--- config.mk ---
export PLATFORM = sky130hd
export DESIGN_NAME = periph_bus_bridge
export DESIGN_NICKNAME = d
export VERILOG_FILES = /design/src/rtl/periph_bus_bridge_pkg.sv /design/src/rtl/pbb_addr_decode.sv /design/src/rtl/periph_bus_bridge.sv
export SDC_FILE = /design/constraint.sdc
export NUM_CORES = 1
export LEC_CHECK = 0
export ABC_CLOCK_PERIOD_IN_PS = 2910
export BUFFER_PORTS_ARGS = -buffer_cell sky130_fd_sc_hd__buf_2
export CAP_MARGIN = 0
export CORE_AREA = 4 4 110 112
export DETAILED_ROUTE_END_ITERATION = 6
export DIE_AREA = 0 0 114 116
export PLACE_DENSITY = 0.61
export SLEW_MARGIN = 20
export SYNTH_ARGS = -nofsm -noshare
export SYNTH_HDL_FRONTEND = slang
export SYNTH_SLANG_ARGS = --single-unit
--- constraint.sdc ---
create_clock -name clk -period 2.91 [get_ports clk]
set_clock_uncertainty 0.2 [all_clocks]
set_input_delay 0.1455 -clock clk [delete_from_list [all_inputs] [get_ports clk]]
set_output_delay 0.1455 -clock clk [all_outputs]
set_load 0.005 [all_outputs]
--- src/rtl/periph_bus_bridge_pkg.sv ---
// Shared bus widths, access-size codes, bridge defaults and slave indices
// for the peripheral bus bridge.
package periph_bus_bridge_pkg;

  localparam int unsigned BUS_WIDTH     = 32;
  localparam int unsigned BUS_ACC_WIDTH = 2;

  localparam logic [BUS_ACC_WIDTH-1:0] BUS_ACC_1B = 2'd0;
  localparam logic [BUS_ACC_WIDTH-1:0] BUS_ACC_2B = 2'd1;
  localparam logic [BUS_ACC_WIDTH-1:0] BUS_ACC_4B = 2'd2;

  localparam int unsigned PBB_N_SLV    = 4;
  localparam int unsigned PBB_SEL_LSB  = 8;
  localparam int unsigned PBB_SEL_W    = 4;
  localparam int unsigned PBB_VA_WIDTH = 8;
  localparam int unsigned PBB_TIMEOUT  = 15;

  localparam int unsigned PBB_SLV_TMR  = 1;

  typedef enum logic {
    ST_IDLE,
    ST_WAIT
  } pbb_state_e;

endpackage

--- src/rtl/pbb_addr_decode.sv ---
// Combinational decode of a master byte address into a slave select and
// a decode-error flag (bad select, nonzero gap bits or nonzero high bits).
module pbb_addr_decode
  import periph_bus_bridge_pkg::*;
#(
  parameter int unsigned N_SLV    = PBB_N_SLV,
  parameter int unsigned SEL_LSB  = PBB_SEL_LSB,
  parameter int unsigned SEL_W    = PBB_SEL_W,
  parameter int unsigned VA_WIDTH = PBB_VA_WIDTH
) (
  input  logic [31:0]      addr_i,
  output logic [SEL_W-1:0] dsel_o,
  output logic             dec_err_o
);

  always_comb begin
    dsel_o    = addr_i[SEL_LSB +: SEL_W];
    dec_err_o = ({{(32-SEL_W){1'b0}}, dsel_o} >= N_SLV);
    // Bits between the local window and the select field, and above the select
    // field, must all be zero; the loop form also covers an empty gap.
    for (int unsigned i = 0; i < 32; i++) begin
      if ((i >= VA_WIDTH && i < SEL_LSB) || (i >= SEL_LSB + SEL_W)) begin
        dec_err_o = dec_err_o | addr_i[i];
      end
    end
  end

endmodule

--- src/rtl/periph_bus_bridge.sv ---
// Single-master to N-slave peripheral bridge: zero-latency request forwarding,
// one outstanding access, decode/slave/protocol faults and a response timeout.
module periph_bus_bridge
  import periph_bus_bridge_pkg::*;
#(
  parameter int unsigned N_SLV    = PBB_N_SLV,
  parameter int unsigned SEL_LSB  = PBB_SEL_LSB,
  parameter int unsigned SEL_W    = PBB_SEL_W,
  parameter int unsigned VA_WIDTH = PBB_VA_WIDTH,
  parameter int unsigned TIMEOUT  = PBB_TIMEOUT
) (
  input  logic                         clk,
  input  logic                         rstn,
  input  logic [31:0]                  m_addr,
  input  logic                         m_w_rb,
  input  logic [BUS_ACC_WIDTH-1:0]     m_acc,
  input  logic [BUS_WIDTH-1:0]         m_wdata,
  input  logic                         m_req,
  output logic [BUS_WIDTH-1:0]         m_rdata,
  output logic                         m_resp,
  output logic                         m_fault,
  output logic [VA_WIDTH-1:0]          s_addr,
  output logic                         s_w_rb,
  output logic [BUS_ACC_WIDTH-1:0]     s_acc,
  output logic [BUS_WIDTH-1:0]         s_wdata,
  output logic [N_SLV-1:0]             s_req,
  input  logic [N_SLV*BUS_WIDTH-1:0]   s_rdata,
  input  logic [N_SLV-1:0]             s_resp,
  input  logic [N_SLV-1:0]             s_fault,
  output logic                         to_flag
);

  localparam int unsigned CNT_W = $clog2(TIMEOUT + 1);

  pbb_state_e       state_q, state_d;
  logic [SEL_W-1:0] sel_q, sel_d;
  logic [CNT_W-1:0] cnt_q, cnt_d;
  logic             to_flag_q, to_flag_d;

  logic [SEL_W-1:0]     dsel;
  logic                 dec_err;
  logic                 resp_sel, dfault, accept, fault, in_wait;
  logic [BUS_WIDTH-1:0] rdata_sel;
  logic [N_SLV-1:0]     req_d;

  pbb_addr_decode #(
    .N_SLV   (N_SLV),
    .SEL_LSB (SEL_LSB),
    .SEL_W   (SEL_W),
    .VA_WIDTH(VA_WIDTH)
  ) u_dec (
    .addr_i   (m_addr),
    .dsel_o   (dsel),
    .dec_err_o(dec_err)
  );

  assign s_addr  = m_addr[VA_WIDTH-1:0];
  assign s_w_rb  = m_w_rb;
  assign s_acc   = m_acc;
  assign s_wdata = m_wdata;

  always_comb begin
    resp_sel  = 1'b0;
    rdata_sel = '0;
    dfault    = 1'b0;
    for (int unsigned i = 0; i < N_SLV; i++) begin
      if (sel_q == SEL_W'(i)) begin
        resp_sel  = s_resp[i];
        rdata_sel = s_rdata[i*BUS_WIDTH +: BUS_WIDTH];
      end
      if (dsel == SEL_W'(i)) begin
        dfault = s_fault[i];
      end
    end
  end

  always_comb begin
    state_d   = state_q;
    sel_d     = sel_q;
    cnt_d     = cnt_q;
    to_flag_d = to_flag_q;
    fault     = 1'b0;
    req_d     = '0;
    in_wait   = (state_q == ST_WAIT);
    accept    = m_req & (~in_wait | resp_sel);

    if (accept) begin
      if (dec_err) begin
        fault   = 1'b1;
        state_d = ST_IDLE;
      end else begin
        for (int unsigned i = 0; i < N_SLV; i++) begin
          req_d[i] = (dsel == SEL_W'(i));
        end
        if (dfault) begin
          fault   = 1'b1;
          state_d = ST_IDLE;
        end else begin
          sel_d   = dsel;
          cnt_d   = '0;
          state_d = ST_WAIT;
        end
      end
    end else if (in_wait) begin
      // Not accepted while waiting implies no resp from the selected slave
      // unless m_req is low; a violating m_req only raises m_fault.
      if (resp_sel) begin
        state_d = ST_IDLE;
      end else if (cnt_q == CNT_W'(TIMEOUT - 1)) begin
        fault     = 1'b1;
        to_flag_d = 1'b1;
        state_d   = ST_IDLE;
      end else begin
        cnt_d = cnt_q + 1'b1;
      end
      if (m_req) begin
        fault = 1'b1;
      end
    end
  end

  always_ff @(posedge clk) begin
    if (!rstn) begin
      state_q   <= ST_IDLE;
      sel_q     <= '0;
      cnt_q     <= '0;
      to_flag_q <= 1'b0;
    end else begin
      state_q   <= state_d;
      sel_q     <= sel_d;
      cnt_q     <= cnt_d;
      to_flag_q <= to_flag_d;
    end
  end

  assign m_rdata = rdata_sel;
  assign m_resp  = rstn & in_wait & resp_sel;
  assign m_fault = rstn & fault;
  assign s_req   = rstn ? req_d : '0;
  assign to_flag = to_flag_q;

endmodule

* Word-level counts from Yosys, hierarchy flattened
Index checks and enable logic that the tools add are counted.
** Operators by class
- $add $sub $neg :: 1
- Magnitude comparators :: 1
- Eq/ne operators :: 11
- Mux-type cells :: 34
- Bitwise operators :: 30
- Reductions and logical operators :: 6
** Operator list (number)
- 32-bit 2-to-1 mux :: 4
- 4-bit 2-to-1 mux :: 9
- 1-bit 2-to-1 mux :: 21
- 1-bit OR :: 21
- 4-bit by 2-bit equality test with 1-bit output (second input constant) :: 4
- 4-bit by 1-bit equality test with 1-bit output (second input constant) :: 2
- 4-bit zero test :: 2
- 2-bit != test (second input constant) :: 3
- 1-bit inverter :: 5
- 5-bit AND reduction :: 1
- 4-bit by 1-bit adder with 4-bit output (second input constant) :: 1
- 1-bit AND :: 4
- 4-bit equality test (second input constant) :: 1
- 4-bit by 3-bit greater-or-equal comparator with 1-bit output (second input constant) :: 1
- 4-bit AND reduction :: 1
- 3-bit AND reduction :: 1
- 2-bit by 1-bit != test with 1-bit output (second input constant) :: 1
- 2-bit nonzero test :: 1
** Word-level totals
- Register bits :: 10
- Input bits :: 206
- Output and inout bits :: 82
- Word-level logic and storage cells :: 87

* Depth between registers and ports, before layout
- Depth in word-level cells :: 24
- Gate-level depth with buffers :: 6
- Depth with buffers taken out :: 6

* Hierarchy
A second synthesis with hierarchy kept.
** Unflattened totals
- Cells, all modules :: 207
- Area, all modules :: 2043.2 µm²
** Modules (own cells, without submodules)
- periph_bus_bridge :: times used 1, cells each 196, area an instance 1966.9 µm², sequential area each 200.2 µm²
- pbb_addr_decode :: times used 1, cells each 11, area an instance 76.3 µm², sequential area each 0.0 µm²

* Least setup slack after synthesis
Ideal clock, no wire load.
- Path type :: flip-flop to flip-flop
- Start :: register sel_q[0]
- End :: register sel_q[2]
- Library setup time :: 116 ps
- Data arrival time :: 1722 ps
- Required time :: 2594 ps
- Slack :: 872 ps
- Stages on the path, launching flop included :: 7
- Buffers on the path :: 2
- Period minus slack after synthesis :: 2038 ps
- Path through :: dfxtp_1 > buf_4 > mux4_2 > a21oi_2 > or4_1 > buf_2 > and3_1
** Between the ends
- Cells in the longest elaborated chain, start to end :: 8
- Elaborated cells between the ends (all ways) :: 11
- Those cells by class :: eq/ne: 3; mux: 4; bitwise: 2; reduce/logical: 2
** RTL lines
- start, declared :: line periph_bus_bridge.sv:36 : logic [SEL_W-1:0] sel_q, sel_d;
- start signal, assigned :: line periph_bus_bridge.sv:130 : sel_q <= sel_d;
- 4-bit zero test :: line periph_bus_bridge.sv:67 : if (sel_q == SEL_W'(i)) begin
- 1-bit 2-to-1 mux (3 in a row) :: line periph_bus_bridge.sv:67
- 1-bit 2-to-1 mux (*) :: line periph_bus_bridge.sv:67
- 1-bit OR (*) :: line periph_bus_bridge.sv:85 : accept = m_req & (~in_wait | resp_sel);
- 1-bit AND (*) :: line periph_bus_bridge.sv:85
- 3-bit AND reduction (no line) (*)
Mark *: on every way between the ends. The rest lies on a longest branch, timed or not.
A chain may end at the register's enable or synchronous reset.

* Final worst setup path
- Start :: register sel_q[0]
- End :: output m_fault
** Between the ends
- Cells in the longest elaborated chain, start to end :: 10
- Elaborated cells between the ends (all ways) :: 15
- Those cells by class :: eq/ne: 3; mux: 8; bitwise: 3; reduce/logical: 1
** RTL lines
- 4-bit zero test :: line periph_bus_bridge.sv:67
- 1-bit 2-to-1 mux (3 in a row) :: line periph_bus_bridge.sv:67
- 1-bit 2-to-1 mux (*) :: line periph_bus_bridge.sv:67
- 1-bit 2-to-1 mux :: line periph_bus_bridge.sv:107 : if (resp_sel) begin
- 1-bit 2-to-1 mux :: line periph_bus_bridge.sv:116 : if (m_req) begin
- 1-bit 2-to-1 mux :: line periph_bus_bridge.sv:104 : end else if (in_wait) begin
- 1-bit 2-to-1 mux (*) :: line periph_bus_bridge.sv:87 : if (accept) begin
- 1-bit AND (*) :: line periph_bus_bridge.sv:138 : assign m_fault = rstn & fault;
- end, declared :: line periph_bus_bridge.sv:21 : output logic m_fault,
Marked as above.

==> metrics.cfg <==
[outcome]
status = complete, no violations

[cts]
clkSinkCount = 10
cts-root-buf = clkbuf_16
htreeDepth = 1
cts_tree = built
post_cts_buffers = 0
cts_buffer_depth = 2
cts-resized-gates = 0
cts_buffers = 3
insertion_delay_ps = 230
ctsHoldBuffers = 0
cts.clk_slew.worst_paths_ps = 40

[global_route]
overflow = 0
grt_pass1_wl_mm = 10.9
antenna_found_initial = 0
gr-usage-all-layers_pct = 10.2
grt_max_degree = 35
grt_pass1_vias = 2214

[synthesis]
postSynthCellCount = 191
synth.most_common_cell = buf_4
yosysWarnings = 0
synthTopCellsByCount = buf_4, mux4_2, and2_1, dfxtp_1, nand2_1
synth-edff-count = 0
syn_area_um2 = 1910
synth_area_leaders = mux4_2, buf_4, and2_1
ys_ff_latch = 10
async_flop_share_pct = 0
synth_fp_nets = 399
yosysSeqAreaShare_pct = 10.5
synth_largest_area_cell = mux4_2
synthDistinctLibCells = 31
syn_area_per_cell_um2 = 10.0
synth.top_cell.area_share_pct = 38.9
ys.flop_type = dfxtp_1

[layout]
drive_gt1_share_pct = 71.1
n_antenna_cell = 0
instances_no_fill = 485
layout.nets = 552
fillers = 1233
syn_to_final_growth_pct = 47.4
multi_input_area_um2 = 1310
regArea_um2 = 201

[drt]
drt_wl_total_mm = 7.77
num_vias = 2135
antenna_left = 0
routed_via_density = 4.40
route.detailed.drc = 0
dr.first_iter.drc_count = 71
first_pass_iters = 4
avgRoutedWirePerCell_um = 16.0

[power]
p_sw_uw = 126
intPower_uw = 452
seq_power_share_pct = 23.8
peakVddDrop_mv = 0.129
netSwitchingFraction_pct = 21.7
clkPwrFrac_pct = 40.8
power_density_nw_per_um2 = 205
power_frac_comb_pct = 35.4
power.leakage_uw = 0.00132

[worst_hold_path]
min_from = m_addr[9]
whs_path_depth = 3
min_to = sel_q[1]$_SDFFE_PN0P_
min_path_type = input port to flip-flop

[die]
num_io_pins = 288
die_area_um2 = 13200
die_h_um = 116
fp.dieW_um = 114
core_area_um2 = 11200
initial_core_util_pct = 17.0
rows = 39

[timing]
slew_headroom_pct = 59.4
fin_setup_tns_ps = 0
setup_viol = 0
maxSlewViolCount = 0
rsz0062_at_grt = no
final.min_clock_period_ps = 2360
period_share_pct = 81.2
worst_pin_slew_ps = 609
fmax_mhz = 423
whs_ps = 46.2
finalHoldViolations = 0

[critical_path]
cp-start-kind = flip-flop
crit_fanout = 9
worstReg2RegEnd = sel_q[0]$_SDFFE_PN0P_
critPathCaptureType = output port
cpPeakStageDelay_ps = 540
worstSetupPathType = flip-flop to output port
cp_data_required_time_ps = 2560
arrival_ps = 2020
r2r_cells = 4
cp_slowest_cell = mux4_2
reg2reg_slack_ps = 830
r2r-start = sel_q[0]$_SDFFE_PN0P_
path_cells = mux4_2 -> a21oi_2 -> o41ai_1 -> a21oi_1 -> buf_2

[flow_run]
cap_violations = 0

[placed_design]
place_congestion = 0.702
dp_cells = 482
dpl.hpwl_mm = 6.89
io_buffers = 201

## logic make-up after synthesis
group / count (synthesis) / synth area share, %
AO/OA/AOI/OAI: 12 / 4.52
buffers and inverters: 61 / 21.0
AND/OR/NAND/NOR: 70 / 21.4
adder cells (fa/ha/maj): 2 / 1.31
multiplexers: 36 / 41.4
flip-flops: 10 / 10.5
## worst max path at each step
stage / startpoint / to / slack, ps / depth (start not counted)
after floorplan: sel_q[0]$_SDFFE_PN0P_ / sel_q[2]$_SDFFE_PN0P_ / 870 / 6
after global placement: sel_q[0]$_SDFFE_PN0P_ / m_rdata[31] / 800 / 4
after detailed placement: sel_q[0]$_SDFFE_PN0P_ / m_rdata[31] / 780 / 4
after CTS: sel_q[0]$_SDFFE_PN0P_ / m_fault / 540 / 5
after global routing: sel_q[0]$_SDFFE_PN0P_ / m_rdata[31] / 420 / 4
final: sel_q[0]$_SDFFE_PN0P_ / m_fault / 550 / 5
## sequential cells by signal, summed over array words and instances (netlist names)
register and count:
sel_q 4, to_flag 1, in_wait 1, cnt_q 4
## critical path: cells and delay by family (launching register included)
family / cells / cell delay, ps
buffers and inverters: 1 / 150
AOI/OAI and AO/OA: 3 / 760
muxes: 1 / 540
DFF: 1 / 330
## power groups by stage
stage | clock network [µW] | registers [µW] | logic [µW]
final | 236 | 138 | 205
after CTS | 238 | 138 | 208
after floorplan | 0 | 140 | 112
after global placement | 0 | 140 | 200
after detailed placement | 0 | 140 | 207
after global routing | 246 | 138 | 225
## final cells by class
class,count,area share (%)
Multi-Input combinational cell,120,46.6
Timing Repair Buffer,204,36.5
Sequential cell,10,7.16
Tap cell,143,6.36
Clock buffer,3,2.67
Inverter,5,0.667
## placed cells by master, fill, tap and decap left out, drive strengths merged
master,netlist,final
nor3,6,6
nor4,4,4
o21ai,1,1
inv,5,5
o221ai,1,1
o41ai,1,1
and4,1,1
mux2i,2,2
buf,49,204
dfxtp,10,10
ha,2,2
and3,4,4
mux4,34,34
o2111ai,1,1
or4,3,3
nand3,2,2
a21o,2,2
nor3b,1,1
nand4,3,3
nor4b,1,1
and2,32,32
clkbuf,7,3
nor2,2,2
o31ai,1,1
nand2,10,10
nand2b,1,1
a311oi,1,1
a21oi,4,4
## layer usage
layer  vias to the layer above  share of wire (%)  track usage, %
li1                        980                  -               -
met1                       981                 37            12.4
met2                       144                 49            17.3
met3                        30                 11            1.62
met4                         0                3.6            5.54
met5                         -                  0               0
## metrics by stage
step                      utilization (%)  total power [µW]  instance area, µm²  worst slack [ps]
after global routing                 25.1               608                2810               422
after detailed placement             24.4               347                2740               784
after CTS                            25.1               584                2810               537
final                                25.1               578                2810               547
after global placement               24.4               340                2740               799
after floorplan                         -               252                1910               872
Note: power is estimated with default switching activity, not from simulation.
